$ cat src/rtl/next_pc_unit.sv
// Next-PC selection unit: picks the next program address from the current
// command, keeps a hardware return-address stack for CALL/RET, and runs a
// three-state RUN/HALTED/FAULT controller. pcNext/enable are combinational.
module next_pc_unit #(
  parameter int                ADDR_W      = 9,
  parameter int                STACK_DEPTH = 8,
  parameter logic [ADDR_W-1:0] RESET_VEC   = 9'd0
) (
  input  logic                           clk,
  input  logic                           rst,
  input  logic [ADDR_W-1:0]              pc,
  input  logic [2:0]                     cmd,
  input  logic [ADDR_W-1:0]              target,
  input  logic                           take,
  input  logic                           stall,
  input  logic                           resume,
  output logic [ADDR_W-1:0]              pcNext,
  output logic                           enable,
  output logic                           halted,
  output logic                           fault,
  output logic                           overflow,
  output logic                           underflow,
  output logic [$clog2(STACK_DEPTH):0]   depth
);

  localparam int DW = $clog2(STACK_DEPTH) + 1;
  localparam int IW = (STACK_DEPTH > 1) ? $clog2(STACK_DEPTH) : 1;
  localparam logic [DW-1:0] FULL_D = DW'(STACK_DEPTH);

  localparam logic [2:0] CMD_SEQ    = 3'd0;
  localparam logic [2:0] CMD_JUMP   = 3'd1;
  localparam logic [2:0] CMD_BRANCH = 3'd2;
  localparam logic [2:0] CMD_CALL   = 3'd3;
  localparam logic [2:0] CMD_RET    = 3'd4;
  localparam logic [2:0] CMD_HALT   = 3'd5;

  typedef enum logic [1:0] {ST_RUN, ST_HALTED, ST_FAULT} state_t;

  state_t              state, state_nxt;
  logic [ADDR_W-1:0]   stack [STACK_DEPTH];
  logic [ADDR_W-1:0]   pc_inc;
  logic [ADDR_W-1:0]   tos;
  logic [DW-1:0]       depth_m1;
  logic [IW-1:0]       wr_idx;
  logic [IW-1:0]       rd_idx;
  logic                full;
  logic                empty;
  logic                push;
  logic                pop;
  logic                set_ovf;
  logic                set_unf;

  // Address increment wraps modulo 2^ADDR_W with no carry out.
  function automatic logic [ADDR_W-1:0] incr_wrap(input logic [ADDR_W-1:0] a);
    return a + ADDR_W'(1);
  endfunction

  assign pc_inc   = incr_wrap(pc);
  assign full     = (depth == FULL_D);
  assign empty    = (depth == '0);
  assign depth_m1 = depth - DW'(1);
  assign wr_idx   = depth[IW-1:0];
  assign rd_idx   = depth_m1[IW-1:0];
  assign tos      = stack[rd_idx];
  assign halted   = (state == ST_HALTED);
  assign fault    = (state == ST_FAULT);

  // Next-address mux, load strobe, stack requests and next FSM state.
  always_comb begin
    pcNext    = pc;
    enable    = 1'b0;
    state_nxt = state;
    push      = 1'b0;
    pop       = 1'b0;
    set_ovf   = 1'b0;
    set_unf   = 1'b0;
    if (rst) begin
      pcNext = RESET_VEC;
      enable = 1'b1;
    end else begin
      case (state)
        ST_RUN: begin
          // Address selection is independent of stall; stall only gates effects.
          case (cmd)
            CMD_JUMP:   pcNext = target;
            CMD_BRANCH: pcNext = take ? target : pc_inc;
            CMD_CALL:   pcNext = target;
            CMD_RET:    pcNext = empty ? pc : tos;
            CMD_HALT:   pcNext = pc;
            default:    pcNext = pc_inc;
          endcase
          if (!stall) begin
            case (cmd)
              CMD_CALL: begin
                if (full) begin
                  set_ovf   = 1'b1;
                  state_nxt = ST_FAULT;
                end else begin
                  enable = 1'b1;
                  push   = 1'b1;
                end
              end
              CMD_RET: begin
                if (empty) begin
                  set_unf   = 1'b1;
                  state_nxt = ST_FAULT;
                end else begin
                  enable = 1'b1;
                  pop    = 1'b1;
                end
              end
              CMD_HALT: state_nxt = ST_HALTED;
              default:  enable = 1'b1;
            endcase
          end
        end
        ST_HALTED: begin
          if (resume && !stall) state_nxt = ST_RUN;
        end
        default: state_nxt = ST_FAULT;
      endcase
    end
  end

  // Controller state, stack occupancy and sticky error flags.
  always_ff @(posedge clk) begin
    if (rst) begin
      state     <= ST_RUN;
      depth     <= '0;
      overflow  <= 1'b0;
      underflow <= 1'b0;
    end else begin
      state <= state_nxt;
      if (push)     depth <= depth + DW'(1);
      else if (pop) depth <= depth_m1;
      if (set_ovf)  overflow  <= 1'b1;
      if (set_unf)  underflow <= 1'b1;
    end
  end

  // Return-address storage; contents survive reset, only depth is cleared.
  always_ff @(posedge clk) begin
    if (push) stack[wr_idx] <= pc_inc;
  end

endmodule

$ cat config.mk
export PLATFORM = sky130hd
export DESIGN_NAME = next_pc_unit
export DESIGN_NICKNAME = d
export VERILOG_FILES = /design/src/rtl/next_pc_unit.sv
export SDC_FILE = /design/constraint.sdc
export NUM_CORES = 1
export LEC_CHECK = 0
export ABC_CLOCK_PERIOD_IN_PS = 2200
export CAP_MARGIN = 20
export CORE_MARGIN = 5
export CORE_UTILIZATION = 40
export CTS_CLUSTER_DIAMETER = 150
export DETAILED_ROUTE_END_ITERATION = 10
export SLEW_MARGIN = 10
export SYNTH_ARGS = -nofsm -noshare
export SYNTH_HDL_FRONTEND = slang
export SYNTH_SLANG_ARGS = --single-unit
$ cat constraint.sdc
create_clock -name clk -period 2.2 [get_ports clk]
set_input_delay 0.33 -clock clk [delete_from_list [all_inputs] [get_ports clk]]
set_output_delay 0.33 -clock clk [all_outputs]
set_load 0.02 [all_outputs]
==> impl_summary.md <==
Outcome
The flow ran to the end, but the final reports show violations. The checks that failed: negative setup slack.

Drt
The DRC marker count from the first detailed-route iteration is 213. The total met3 wirelength after detailed routing is 650 um. The overall routed net length is 11400 um. The remaining number of nets flagged by the antenna check after routing is 0. Across all layers, the routed design uses 2969 vias. The met1 wire length is 5120 um. After detailed routing, the number of remaining DRC violations is 0. After detailed routing, the average wire length per cell comes to 20.5 um. Wire segments on met2 add up to 5300 um in the final route.

The number of detailed-route iterations in the first pass is 4. The highest layer touched by signal routing is met4. Using the TritonRoute via totals, the vias-per-cell ratio works out to 5.35.

Critical path
The worst-case register-to-register setup slack is 0.09 ns. The nature of the critical path startpoint is a flip-flop. STA classifies the critical path endpoint as an output pin. For the worst flop-to-flop path, the logic depth is 6. The launch point of the worst path is depth[0].

The startpoint identified for the worst register-to-register timing path is state[0]. The critical path is of the flip-flop to output pin type. Data arrives at the worst endpoint at 2.24 ns.

The largest fanout on the critical path is 6. The endpoint required time on the critical path is 1.87 ns. The endpoint of the worst-slack reg-to-reg timing path is stack[7][4]. The end of the critical path is pcNext[6].

Global routing
The wire length of the first global-routing pass is 16900 um. Global routing consumed, over all layers together, 20.0% of the routing resources. The via count of the first global-routing pass is 2918. The initial antenna violation count came to 0. Entering global routing, the biggest net connects 22 pins. The total overflow left after global routing is 0.

Power
The clock share of power is 37.7%. The power spent charging and discharging nets is 0.774 mW. Net switching is 22.6% of the power.

For this design the ratio of total power to cell area is 605 mW/mm^2. For this design the static power due to leakage is 1.97 nW. The power share of the sequential group is 48.8%. The relative contribution of combinational cells to total power is 13.5%. The internal power of the cells totals 2.65 mW.

The peak ir drop on the vdd network is 0.476 mV.

Placement
The instance count after placement with tap cells included is 536. In this run the cell area measured after placement is 0.00524 sq mm. The global placement routability congestion is 0.799. The count of buffers from port buffering is 43. Detailed placement ended at an HPWL of 8120 um.

Timing
The clock period minus final worst setup slack is 2.57 ns. In the finished design, the share of the clock period the worst path needs comes to 117%. The worst slew margin relative to its limit is 72.6%. Adding up every negative setup slack in the final design gives -3.18 ns.

The worst hold slack is 0.480 ns. The clock arrives with 0.0110 ns of skew. The final-report hold violation count is 0. The post-layout worst setup margin is -0.373 ns. At the pin with the least slew margin, the transition time is 0.407 ns.

Setup violations remaining at the end of the flow were counted as 10. The count of final max-slew check failures came to 0. The maximum clock frequency is 389 MHz. Setup repair after global routing could not meet its margin everywhere.

Synthesis
Counting instances in the post-synthesis netlist gives the leading cell types as sky130_fd_sc_hd__edfxtp_1 (72), sky130_fd_sc_hd__nor2_1 (25), sky130_fd_sc_hd__mux2i_1 (21). The netlist uses 60 different library cells. Yosys attributes the largest share of cell area to sky130_fd_sc_hd__edfxtp_1 (56%), sky130_fd_sc_hd__mux2i_1 (5.4%), sky130_fd_sc_hd__dfxtp_1 (4.1%).

Among all flip-flop cells after synthesis, the most frequent one is sky130_fd_sc_hd__edfxtp_1. The cell area that synthesis handed to floorplanning was 0.00388 sq mm. The synthesized instance count is 292. Summing the sequential cell areas from Yosys gives 59.8% of the chip area. In this run the biggest area consumer among cell types represents 55.7% of the synthesized area. Synthesis inferred 80 register bits.

The net count after synthesis is 322. The library cell with the highest instance count after synthesis is sky130_fd_sc_hd__edfxtp_1. The number of warnings reported in the yosys synthesis log is 0.

Dividing the synthesized area by the synthesized cell count gives 13.3 sq um. The proportion of synthesized flip-flops having asynchronous set or reset is 0%. The cell type with the highest aggregate area in the netlist is sky130_fd_sc_hd__edfxtp_1. The number of enable flip-flop cells after synthesis is 72.

Floorplan
The die is 109 um wide. From bottom edge to top edge, the die measures 109 um. In this run the count of I/O pins placed on the die edge is 44. The initial core utilization is 40.3%. The total area inside the core boundary comes to 0.00964 sq mm. The die footprint is 0.0118 sq mm. Row generation in the floorplan step produced 36 rows.

Clocking
The root buffer cell is sky130_fd_sc_hd__clkbuf_8. The clock edge transition at the registers on the reported setup and hold paths is 0.08 ns. The clock drives 80 sinks.

The number of buffers on the longest clock path is 2. The CTS tree is built. At the later pin of the worst-skew pair, clock insertion delay measures 0.36 ns. The maximum level of the CTS H-tree is 3. Buffers inserted during clock tree synthesis total 9.

Cells and area
Cells fill 58.7% of the core in the end. The multi-input combinational cells in the finished layout cover a total of 0.00176 sq mm. The final standard cell count with taps included and fillers excluded is 555. The total inserted antenna cells is 0. Relative to the synthesized area, the layout overhead comes to 45.6%. After routing the design area is 0.00565 sq mm. The share of layout cells above drive strength 1 is 40.5%. In the final layout, flip-flops and latches occupy 0.00233 sq mm.

The number of fill cells in the layout is 814. The number of nets in the layout is 447.

Worst hold path
The tightest min-delay check is of the flip-flop to flip-flop type. The number of cells on the worst hold path is 2.

Job
The number of maximum-capacitance constraint violations is 0.
## sequential cells by signal, indices dropped and copies added, names as in the netlist
register	cells
state	2
overflow	1
underflow	1
stack	72
depth	4
## critical path, cell delays in order (launching register included)
cell and delay [ns]:
sky130_fd_sc_hd__dfxtp_4 0.39, sky130_fd_sc_hd__inv_8 0.03, sky130_fd_sc_hd__ha_4 0.31, sky130_fd_sc_hd__mux2_4 0.32, sky130_fd_sc_hd__o311ai_4 0.25, sky130_fd_sc_hd__nor4_2 0.07, sky130_fd_sc_hd__a221oi_2 0.22, sky130_fd_sc_hd__o32ai_2 0.12
sky130_fd_sc_hd__buf_4 0.18
## repair_timing
action / 4_1_cts / 5_1_grt
endpoints found under the setup margin: 10 / 15
buffers inserted: 2 / 1
gates resized for setup: 79 / 8
cloned: 0 / 1
pin swaps: 12 / 6
hold buffers: 0 / 0
## layout make-up
cell class / instances / area share, %
Sequential cell: 80 / 41.2
Clock inverter: 5 / 1.86
Inverter: 7 / 0.597
Multi-Input combinational cell: 191 / 31.2
Tap cell: 133 / 2.94
Clock buffer: 11 / 2.32
Timing Repair Buffer: 128 / 19.9
## power by group through the flow
stage	Combinational, mW	Clock [mW]	Sequential, mW
after floorplan	0.211	0	1.70
after global placement	0.445	0	1.70
after detailed placement	0.449	0	1.70
after CTS	0.457	1.30	1.67
after global routing	0.494	1.38	1.67
final	0.463	1.29	1.67
## logic make-up after synthesis
family	after synthesis	synth area share [%]
AO/OA/AOI/OAI	63	12.4
XOR/XNOR	10	2.26
AND/OR/NAND/NOR	85	11.9
multiplexers	29	9.47
adder cells (fa/ha/maj)	4	1.29
buffers and inverters	21	2.90
flip-flops	80	59.8
## how the worst min path moves through the flow
| stage | from | to | slack (ns) |
|---|---|---|---|
| 2_1_floorplan | state[1] | state[0] | 0.49 |
| 3_3_place_gp | overflow | overflow | 0.45 |
| 3_5_place_dp | overflow | overflow | 0.47 |
| 4_1_cts | overflow | overflow | 0.49 |
| 5_1_grt | overflow | overflow | 0.53 |
| 6_report | overflow | overflow | 0.48 |
## cells in the final DEF, fill, tap and decap left out, drive strengths merged, types with 2 or more instances in the layout
cell            n
a22o            3
nor4            3
or2             2
mux2i          21
nand3          11
a221oi          2
nor3            6
and3b           2
or3             2
edfxtp         72
buf            94
a21oi          12
a221o           2
a21o            2
nor2b           8
a211oi          4
dfxtp           8
a2111oi         4
o21ba           2
clkdlybuf4s50  33
o21ai           7
clkinvlp        2
nand2          11
mux4            6
nor2           26
mux2            2
bufinv          3
o21a            2
a22oi           5
o32ai           5
a31oi           7
ha              4
xnor2           5
xor2            5
nand3b          3
nand4           3
inv             7
clkbuf         12
nor3b           2
## stage by stage
| step | worst slack [ns] | power, mW |
|---|---|---|
| final | -0.373 | 3.42 |
| after global routing | -0.469 | 3.54 |
| after CTS | -0.418 | 3.43 |
| after detailed placement | -0.710 | 2.15 |
| after global placement | -0.681 | 2.15 |
| after floorplan | -0.0706 | 1.92 |
## layer usage
layer  vias to the layer above  track usage, %
li1                       1393               -
met1                      1459            27.1
met2                        97            32.0
met3                        20            3.82
met4                         0            7.03
met5                         -               0
No activity file was read; power rests on OpenSTA's default activity.
